===== config.mk =====
export PLATFORM = sky130hd
export DESIGN_NAME = imm_ext_pipe_flat
export DESIGN_NICKNAME = d
export VERILOG_FILES = /design/src/rtl/imm_ext_pipe_if.sv /design/src/rtl/imm_ext_pipe.sv /design/src/flat_wrapper.sv
export SDC_FILE = /design/constraint.sdc
export NUM_CORES = 1
export LEC_CHECK = 0
export CAP_MARGIN = 20
export CORE_UTILIZATION = 40
export CTS_CLUSTER_SIZE = 12
export DETAILED_ROUTE_END_ITERATION = 16
export PLACE_DENSITY = 0.74
export SLEW_MARGIN = 5
export SYNTH_ARGS = -nofsm -noshare
export SYNTH_HDL_FRONTEND = slang
export SYNTH_SLANG_ARGS = --single-unit

===== constraint.sdc =====
create_clock -name clk -period 2.7 [get_ports clk]
set_clock_uncertainty 0.1 [all_clocks]
set_input_delay 0.27 -clock clk [delete_from_list [all_inputs] [get_ports clk]]
set_output_delay 0.27 -clock clk [all_outputs]
set_load 0.05 [all_outputs]

===== src/rtl/imm_ext_pipe_if.sv =====
// ============================================================================
// imm_ext_pipe_if : valid/ready bus bundle for the immediate-extension stage
// Rev 1.0
// ============================================================================
`default_nettype none

interface imm_ext_pipe_if #(
  parameter int IN_W  = 16,
  parameter int OUT_W = 32,
  parameter int TAG_W = 5
);
  logic             in_valid;
  logic             in_ready;
  logic [IN_W-1:0]  in_imm;
  logic [1:0]       in_mode;
  logic [TAG_W-1:0] in_tag;
  logic             out_valid;
  logic             out_ready;
  logic [OUT_W-1:0] out_data;
  logic [TAG_W-1:0] out_tag;

  modport master (
    output in_valid, in_imm, in_mode, in_tag, out_ready,
    input  in_ready, out_valid, out_data, out_tag
  );

  modport slave (
    input  in_valid, in_imm, in_mode, in_tag, out_ready,
    output in_ready, out_valid, out_data, out_tag
  );
endinterface

`default_nettype wire


===== src/rtl/imm_ext_pipe.sv =====
// ============================================================================
// imm_ext_pipe : registered immediate extension with a 2-entry skid buffer
// Rev 1.0
// ============================================================================
`default_nettype none

module imm_ext_pipe #(
  parameter int IN_W  = 16,
  parameter int OUT_W = 32,
  parameter int TAG_W = 5
) (
  input  wire                clk,
  input  wire                rst,
  input  wire                flush,
  imm_ext_pipe_if.slave      bus
);

  localparam int E = OUT_W - IN_W;

  if (OUT_W < IN_W + 2) begin : g_bad_width
    $error("imm_ext_pipe: OUT_W must be at least IN_W+2");
  end

  function automatic logic [OUT_W-1:0] extend(input logic [IN_W-1:0] imm,
                                              input logic [1:0]      mode);
    logic [OUT_W-1:0] sext;
    logic [OUT_W-1:0] zext;
    sext = {{E{imm[IN_W-1]}}, imm};
    zext = {{E{1'b0}}, imm};
    case (mode)
      2'b00:   extend = sext;
      2'b01:   extend = zext;
      2'b10:   extend = zext << E;
      default: extend = sext << 2;
    endcase
  endfunction

  logic             main_valid_q, main_valid_d;
  logic [OUT_W-1:0] main_data_q,  main_data_d;
  logic [TAG_W-1:0] main_tag_q,   main_tag_d;
  logic             skid_valid_q, skid_valid_d;
  logic [OUT_W-1:0] skid_data_q,  skid_data_d;
  logic [TAG_W-1:0] skid_tag_q,   skid_tag_d;
  logic             in_ready_q,   in_ready_d;

  logic             accept;
  logic             drain;
  logic [OUT_W-1:0] ext_data;

  assign accept   = bus.in_valid && in_ready_q;
  assign drain    = main_valid_q && bus.out_ready;
  assign ext_data = extend(bus.in_imm, bus.in_mode);

  always_comb begin
    main_valid_d = main_valid_q;
    main_data_d  = main_data_q;
    main_tag_d   = main_tag_q;
    skid_valid_d = skid_valid_q;
    skid_data_d  = skid_data_q;
    skid_tag_d   = skid_tag_q;

    if (flush) begin
      main_valid_d = 1'b0;
      skid_valid_d = 1'b0;
    end else if (!main_valid_q || drain) begin
      // in_ready is low whenever skid holds data, so skid and input never race
      if (skid_valid_q) begin
        main_valid_d = 1'b1;
        main_data_d  = skid_data_q;
        main_tag_d   = skid_tag_q;
        skid_valid_d = 1'b0;
      end else if (accept) begin
        main_valid_d = 1'b1;
        main_data_d  = ext_data;
        main_tag_d   = bus.in_tag;
      end else begin
        main_valid_d = 1'b0;
      end
    end else if (accept) begin
      skid_valid_d = 1'b1;
      skid_data_d  = ext_data;
      skid_tag_d   = bus.in_tag;
    end

    in_ready_d = !skid_valid_d;
  end

  always_ff @(posedge clk) begin
    if (rst) begin
      main_valid_q <= 1'b0;
      main_data_q  <= '0;
      main_tag_q   <= '0;
      skid_valid_q <= 1'b0;
      skid_data_q  <= '0;
      skid_tag_q   <= '0;
      in_ready_q   <= 1'b1;
    end else begin
      main_valid_q <= main_valid_d;
      main_data_q  <= main_data_d;
      main_tag_q   <= main_tag_d;
      skid_valid_q <= skid_valid_d;
      skid_data_q  <= skid_data_d;
      skid_tag_q   <= skid_tag_d;
      in_ready_q   <= in_ready_d;
    end
  end

  assign bus.in_ready  = in_ready_q;
  assign bus.out_valid = main_valid_q;
  assign bus.out_data  = main_data_q;
  assign bus.out_tag   = main_tag_q;

endmodule

`default_nettype wire


===== src/flat_wrapper.sv =====
// flat-port wrapper written by rule: the top's interface ports become plain ports
module imm_ext_pipe_flat 
#(
  parameter int IN_W  = 16,
  parameter int OUT_W = 32,
  parameter int TAG_W = 5
)
  (clk, rst, flush, bus_in_valid, bus_in_imm, bus_in_mode, bus_in_tag, bus_out_ready, bus_in_ready, bus_out_valid, bus_out_data, bus_out_tag);
  imm_ext_pipe_if #(.IN_W(IN_W), .OUT_W(OUT_W), .TAG_W(TAG_W)) bus_i ();
  input  wire clk;
  input  wire rst;
  input  wire flush;
  input wire logic [$bits(bus_i.in_valid)-1:0] bus_in_valid;
  input wire logic [$bits(bus_i.in_imm)-1:0] bus_in_imm;
  input wire logic [$bits(bus_i.in_mode)-1:0] bus_in_mode;
  input wire logic [$bits(bus_i.in_tag)-1:0] bus_in_tag;
  input wire logic [$bits(bus_i.out_ready)-1:0] bus_out_ready;
  output wire logic [$bits(bus_i.in_ready)-1:0] bus_in_ready;
  output wire logic [$bits(bus_i.out_valid)-1:0] bus_out_valid;
  output wire logic [$bits(bus_i.out_data)-1:0] bus_out_data;
  output wire logic [$bits(bus_i.out_tag)-1:0] bus_out_tag;
  assign bus_i.in_valid = bus_in_valid;
  assign bus_i.in_imm = bus_in_imm;
  assign bus_i.in_mode = bus_in_mode;
  assign bus_i.in_tag = bus_in_tag;
  assign bus_i.out_ready = bus_out_ready;
  assign bus_in_ready = bus_i.in_ready;
  assign bus_out_valid = bus_i.out_valid;
  assign bus_out_data = bus_i.out_data;
  assign bus_out_tag = bus_i.out_tag;
  imm_ext_pipe #(.IN_W(IN_W), .OUT_W(OUT_W), .TAG_W(TAG_W)) u_core (.clk(clk), .rst(rst), .flush(flush), .bus(bus_i));
endmodule

# ---- Word-level counts from Yosys, hierarchy flattened
# Index checks and enable logic that the tools add are counted.
dict set report word_totals {
  reg_bits 77
  out_inout_bits 39
  wordCells 31
}
dict set report op_classes {
  n_eq_ne 2
  mux 10
  bitwise 2
  reduce_logical 10
}
# cell count
set op_table {}
lappend op_table {{one-hot mux 32 bit (3 select lines)} 1}
lappend op_table {{2-to-1 mux 32 bit} 2}
lappend op_table {{2-to-1 mux 5 bit} 2}
lappend op_table {{AND reduction 3 bit} 2}
lappend op_table {{2-to-1 mux 1 bit} 5}
lappend op_table {{== test 2 x 1 -> 1 bit (second input constant)} 1}
lappend op_table {{== test 2 bit (second input constant)} 1}
lappend op_table {{logical AND 1 bit} 2}
lappend op_table {{zero test 1 bit} 2}
lappend op_table {{zero test 2 bit} 1}
lappend op_table {{inverter 1 bit} 2}
lappend op_table {{nonzero test 2 bit} 1}
lappend op_table {{OR reduction 2 bit} 1}
lappend op_table {{logical OR 1 bit} 1}

# ---- Logic depth before layout (Yosys ltp)
dict set report depth {
  ltp_word 5
  depth_mapped 6
  ltp_nobuf 3
}

# ---- Worst setup path after synthesis
# Ideal clock, no wire load.
dict set report synth_path {
  path_kind {register -> register}
  from {register u_core.main_valid_q, in the netlist u_core.bus.out_valid}
  to {register u_core.skid_data_q[10]}
  setup_time_ns 0.134
  arrival_ns 1.602
  t_required_ns 2.466
  slack_ns 0.864
  path_stages_with_launch 6
  path_buffers 2
  period_less_slack_ns 1.836
  cell_sequence {dfxtp_1 > or3b_1 > buf_2 > nor2_4 > buf_4 > a211oi_1}
}
dict set report synth_via {
  elab_chain_cells 4
  elab_cells_between_ends 5
}
# element line
set synth_lines {}
lappend synth_lines {{from (decl)} imm_ext_pipe.sv:38} ;# logic main_valid_q, main_valid_d;
lappend synth_lines {{from (signal assigned)} imm_ext_pipe.sv:98} ;# main_valid_q <= main_valid_d;
lappend synth_lines {{zero test 1 bit / logical AND 1 bit (equally long branches)} {imm_ext_pipe.sv:65, imm_ext_pipe.sv:51}}
lappend synth_lines {{logical OR 1 bit *} imm_ext_pipe.sv:65} ;# end else if (!main_valid_q || drain) begin
lappend synth_lines {{inverter 1 bit (no line) *} --}
lappend synth_lines {{AND reduction 3 bit (no line) *} --}
lappend synth_lines {{to (signal assigned)} imm_ext_pipe.sv:102} ;# skid_data_q <= skid_data_d;
lappend synth_lines {{to (decl)} imm_ext_pipe.sv:42} ;# logic [OUT_W-1:0] skid_data_q, skid_data_d;
# Every way passes the cells marked *; elsewhere a longest branch is shown, timed or not.
# A chain may end at the register's enable or synchronous reset.

# ---- Final worst setup path
dict set report layout_path {
  from {register u_core.in_ready_q, in the netlist u_core.bus.in_ready}
  to {output port bus_in_ready}
}
# element line
set layout_lines {}
lappend layout_lines {{from (decl)} imm_ext_pipe.sv:44} ;# logic in_ready_q, in_ready_d;
lappend layout_lines {{from (signal assigned)} imm_ext_pipe.sv:104} ;# in_ready_q <= in_ready_d;
lappend layout_lines {{to (decl)} flat_wrapper.sv:18} ;# output wire logic [$bits(bus_i.in_ready)-1:0] bus_in_ready;
# No word-level cell between the ends.

==> impl_metrics.ini <==
[floorplanning]
die_w_um = 101
die_y_um = 101
floorplan.rows = 35
dieArea_mm2 = 0.0101
starting_utilization_of_the_core_area_pct = 41.6
coreArea_mm2 = 0.00933
design.portCount = 67

[sta]
worst_case_headroom_to_the_max_slew_limit_pct = 63.6
setup_repair_after_global_routing_missed_its_margin = no
setup_violation_total_in_the_final_timing_report = 0
finalHoldViolCount = 0
min_period_over_period_pct = 72.3
final_max_slew_viol_count = 0
fmaxAchievable_mhz = 512
final.setup.tns_ps = 0
timing.final.crit_period_ps = 1950
timing_worst_slew_pin_value_ps = 544

[critical_path]
path_delay_family = buffers and inverters
cpMaxStageDelayCell = sky130_fd_sc_hd__clkdlybuf4s50_1
critical_path.n_buffers_inverters = 1
crit_path_max_incr_delay_ps = 830
worstPathRequired_ps = 2330
regToRegStartpoint = u_core.bus.out_valid
crit_path_max_fanout = 5
worstSetupStartpointType = register
crit_path_start = u_core.bus.in_ready
data_arrival_critical_path_ps = 1580
endpoint_kind = output port
worstPathCellList = clkdlybuf4s50_1
criticalPathCategory = register to output port

[place]
placed_area_mm2 = 0.00462
routabilityCongestion = 0.814
hpwlAfterDp_mm = 7.07
port-buffer-count = 66

[logic_synthesis]
yosys_warnings = 0
distinct_cell_type_count_of_the_synthesized_netlist = 37
synth-seq-cells = 77
synthTopCellsByArea = sky130_fd_sc_hd__dfxtp_1 (40%), sky130_fd_sc_hd__a211oi_1 (12%), sky130_fd_sc_hd__a21oi_1 (8.5%), sky130_fd_sc_hd__nor2b_1 (7.1%), sky130_fd_sc_hd__mux2_2 (4.3%)
synthesis.area_mm2 = 0.00388
synthesized_area_per_cell_um2 = 8.95
synthesis.instances = 434
synth_nets = 462
synth_top_area_share_pct = 39.7
synth-seq-area-share_pct = 39.7
synth.largest_area_cell = sky130_fd_sc_hd__dfxtp_1

[clocking]
cts_resized = 0
clk_root_buffer_cell = sky130_fd_sc_hd__clkbuf_8
cts_tree = built
cts_hold_repair.buffers = 0
cts_setup_buffers = 0
number_of_levels_in_the_clock_h_tree = 3
clock_latency_ps = 350
clk_path_buf_depth = 2
tritoncts.num_buffers = 9
clock_slew_at_reported_path_ffs_ps = 70
clock_sink_count = 77

[power_and_ir_drop]
leak_pwr_nw = 1.56
sequentialPowerShare_pct = 45.9
power_frac_comb_pct = 18.7
power.density_cell_area_mw_per_mm2 = 537
total_switching_power_uw = 743
max-vdd-ir-drop_mv = 0.277
clockPowerShare_pct = 35.5
cellInternalPower_mw = 1.85
power.switching_fraction_pct = 28.6

[cells_and_area]
fill_cells = 868
final_area_mm2 = 0.00483
area_delta_synth_final_pct = 24.5
finish.net_count = 506
final_layout_size_suffix_gt1_share_pct = 12.4
antenna_cells = 0
layout.cells.most_common_list = sky130_fd_sc_hd__dfxtp_1 (76), sky130_fd_sc_hd__a21oi_1 (66), sky130_fd_sc_hd__clkdlybuf4s50_1 (65), sky130_fd_sc_hd__a211oi_1 (63), sky130_fd_sc_hd__nor2b_1 (44)
mostFrequentLayoutCell = sky130_fd_sc_hd__dfxtp_1

[routing]
totalWireLength_mm = 11.6
route.vias.total = 3761
drt_drc_violations_left = 0
detail-route-antenna-nets = 0
drt-initial-drc-count = 261
detail_route.wl_per_cell_um = 18.9
via_per_inst = 6.15
drt_pre_antenna_iters = 4

[global_route]
first_global_vias = 3587
grt_max_degree = 47
overall_global_routing_resource_usage_pct = 23.2
overflow_after_grt = 0
grt_pass1_wl_mm = 18.6
grt_antenna_before_repair = 0

[min_path]
holdCritPathClass = primary input to register
worstHoldStart = rst

[status]
status = finished clean

[flow_run]
max_capacitance_violation_count = 0
==> synth_stat cells <==
cell,count
sky130_fd_sc_hd__and3_1,1
sky130_fd_sc_hd__nor4_1,2
sky130_fd_sc_hd__nor3b_4,1
sky130_fd_sc_hd__clkbuf_1,21
sky130_fd_sc_hd__or3b_1,1
sky130_fd_sc_hd__nor3_1,3
sky130_fd_sc_hd__nor2_4,1
sky130_fd_sc_hd__nor2b_1,44
sky130_fd_sc_hd__nand3_1,5
sky130_fd_sc_hd__buf_2,27
sky130_fd_sc_hd__nand2_1,15
sky130_fd_sc_hd__a21oi_2,1
sky130_fd_sc_hd__a311oi_1,2
sky130_fd_sc_hd__nor3b_1,2
sky130_fd_sc_hd__buf_1,1
sky130_fd_sc_hd__nand4b_1,2
sky130_fd_sc_hd__mux2_2,15
sky130_fd_sc_hd__o311ai_0,8
sky130_fd_sc_hd__o32ai_1,13
sky130_fd_sc_hd__dfxtp_1,77
sky130_fd_sc_hd__buf_4,4
sky130_fd_sc_hd__o41ai_1,16
sky130_fd_sc_hd__nand2b_1,2
sky130_fd_sc_hd__a21o_1,1
sky130_fd_sc_hd__a31oi_1,9
sky130_fd_sc_hd__mux2i_1,5
sky130_fd_sc_hd__nand3b_1,1
sky130_fd_sc_hd__inv_1,1
sky130_fd_sc_hd__a21oi_1,66
sky130_fd_sc_hd__nor3b_2,1
sky130_fd_sc_hd__and2_1,2
sky130_fd_sc_hd__nand4_1,2
sky130_fd_sc_hd__a211oi_1,63
sky130_fd_sc_hd__o21ai_0,8
sky130_fd_sc_hd__nand3_4,1
sky130_fd_sc_hd__inv_2,2
sky130_fd_sc_hd__o311ai_1,8
==> final timing paths <==
| path | end | slack, ps | cells past startpoint |
|---|---|---|---|
| setup / recovery | bus_in_ready | 750 | 1 |
| hold / removal | u_core.skid_data_q[29] | 270 | 3 |
| setup reg to reg | u_core.skid_data_q[5] | 920 | 4 |
| hold reg to reg | u_core.skid_data_q[31] | 380 | 2 |
==> through the flow <==
step	util (%)	instances	hold WS (ps)	worst slack [ps]	power [mW]
2_1_floorplan	-	434	318	864	1.52
3_5_place_dp	49.6	596	364	402	1.70
5_1_grt	51.8	612	287	622	2.68
4_1_cts	51.8	612	258	732	2.60
6_report	51.8	612	275	748	2.60
3_3_place_gp	49.6	596	359	502	1.69
==> area by class of cell <==
class                      count  area, um^2  share of cell area [%]
inverter                       3        11.3                   0.233
sequential                    77        1540                    31.9
timing repair buffer          86         818                    16.9
tap                          129         161                    3.34
clock buffer                  13         169                    3.49
multi-input combinational    301        2090                    43.2
clock inverter                 3        42.5                   0.880
==> layer usage <==
layer	routed length (um)	GRT usage, %
met3	693	4.65
met1	5160	30.7
met4	308	8.36
met5	0	0
met2	5420	37.6
==> flip-flops by register name (all words and copies together) (netlist names) <==
signal / flops
u_core.bus.out_data: 32
u_core.skid_data_q: 32
u_core.bus.out_tag: 5
u_core.skid_tag_q: 5
u_core.bus.in_ready: 1
u_core.bus.out_valid: 1
u_core.skid_valid_q: 1
==> power by group through the flow <==
| stage | registers (mW) | clock network (mW) | logic [mW] |
|---|---|---|---|
| floorplan | 1.31 | 0 | 0.211 |
| global placement | 1.22 | 0 | 0.473 |
| detailed placement | 1.22 | 0 | 0.479 |
| CTS | 1.19 | 0.927 | 0.481 |
| global route | 1.20 | 0.976 | 0.512 |
| finish | 1.19 | 0.921 | 0.485 |
==> kinds of logic after synthesis <==
kind of cell,Yosys count,synth area share [%]
simple gates,86,13.8
mux,20,5.64
compound gates,195,34.2
buf+inv,56,6.67
flops,77,39.7
Note: power is estimated with default switching activity, not from simulation.
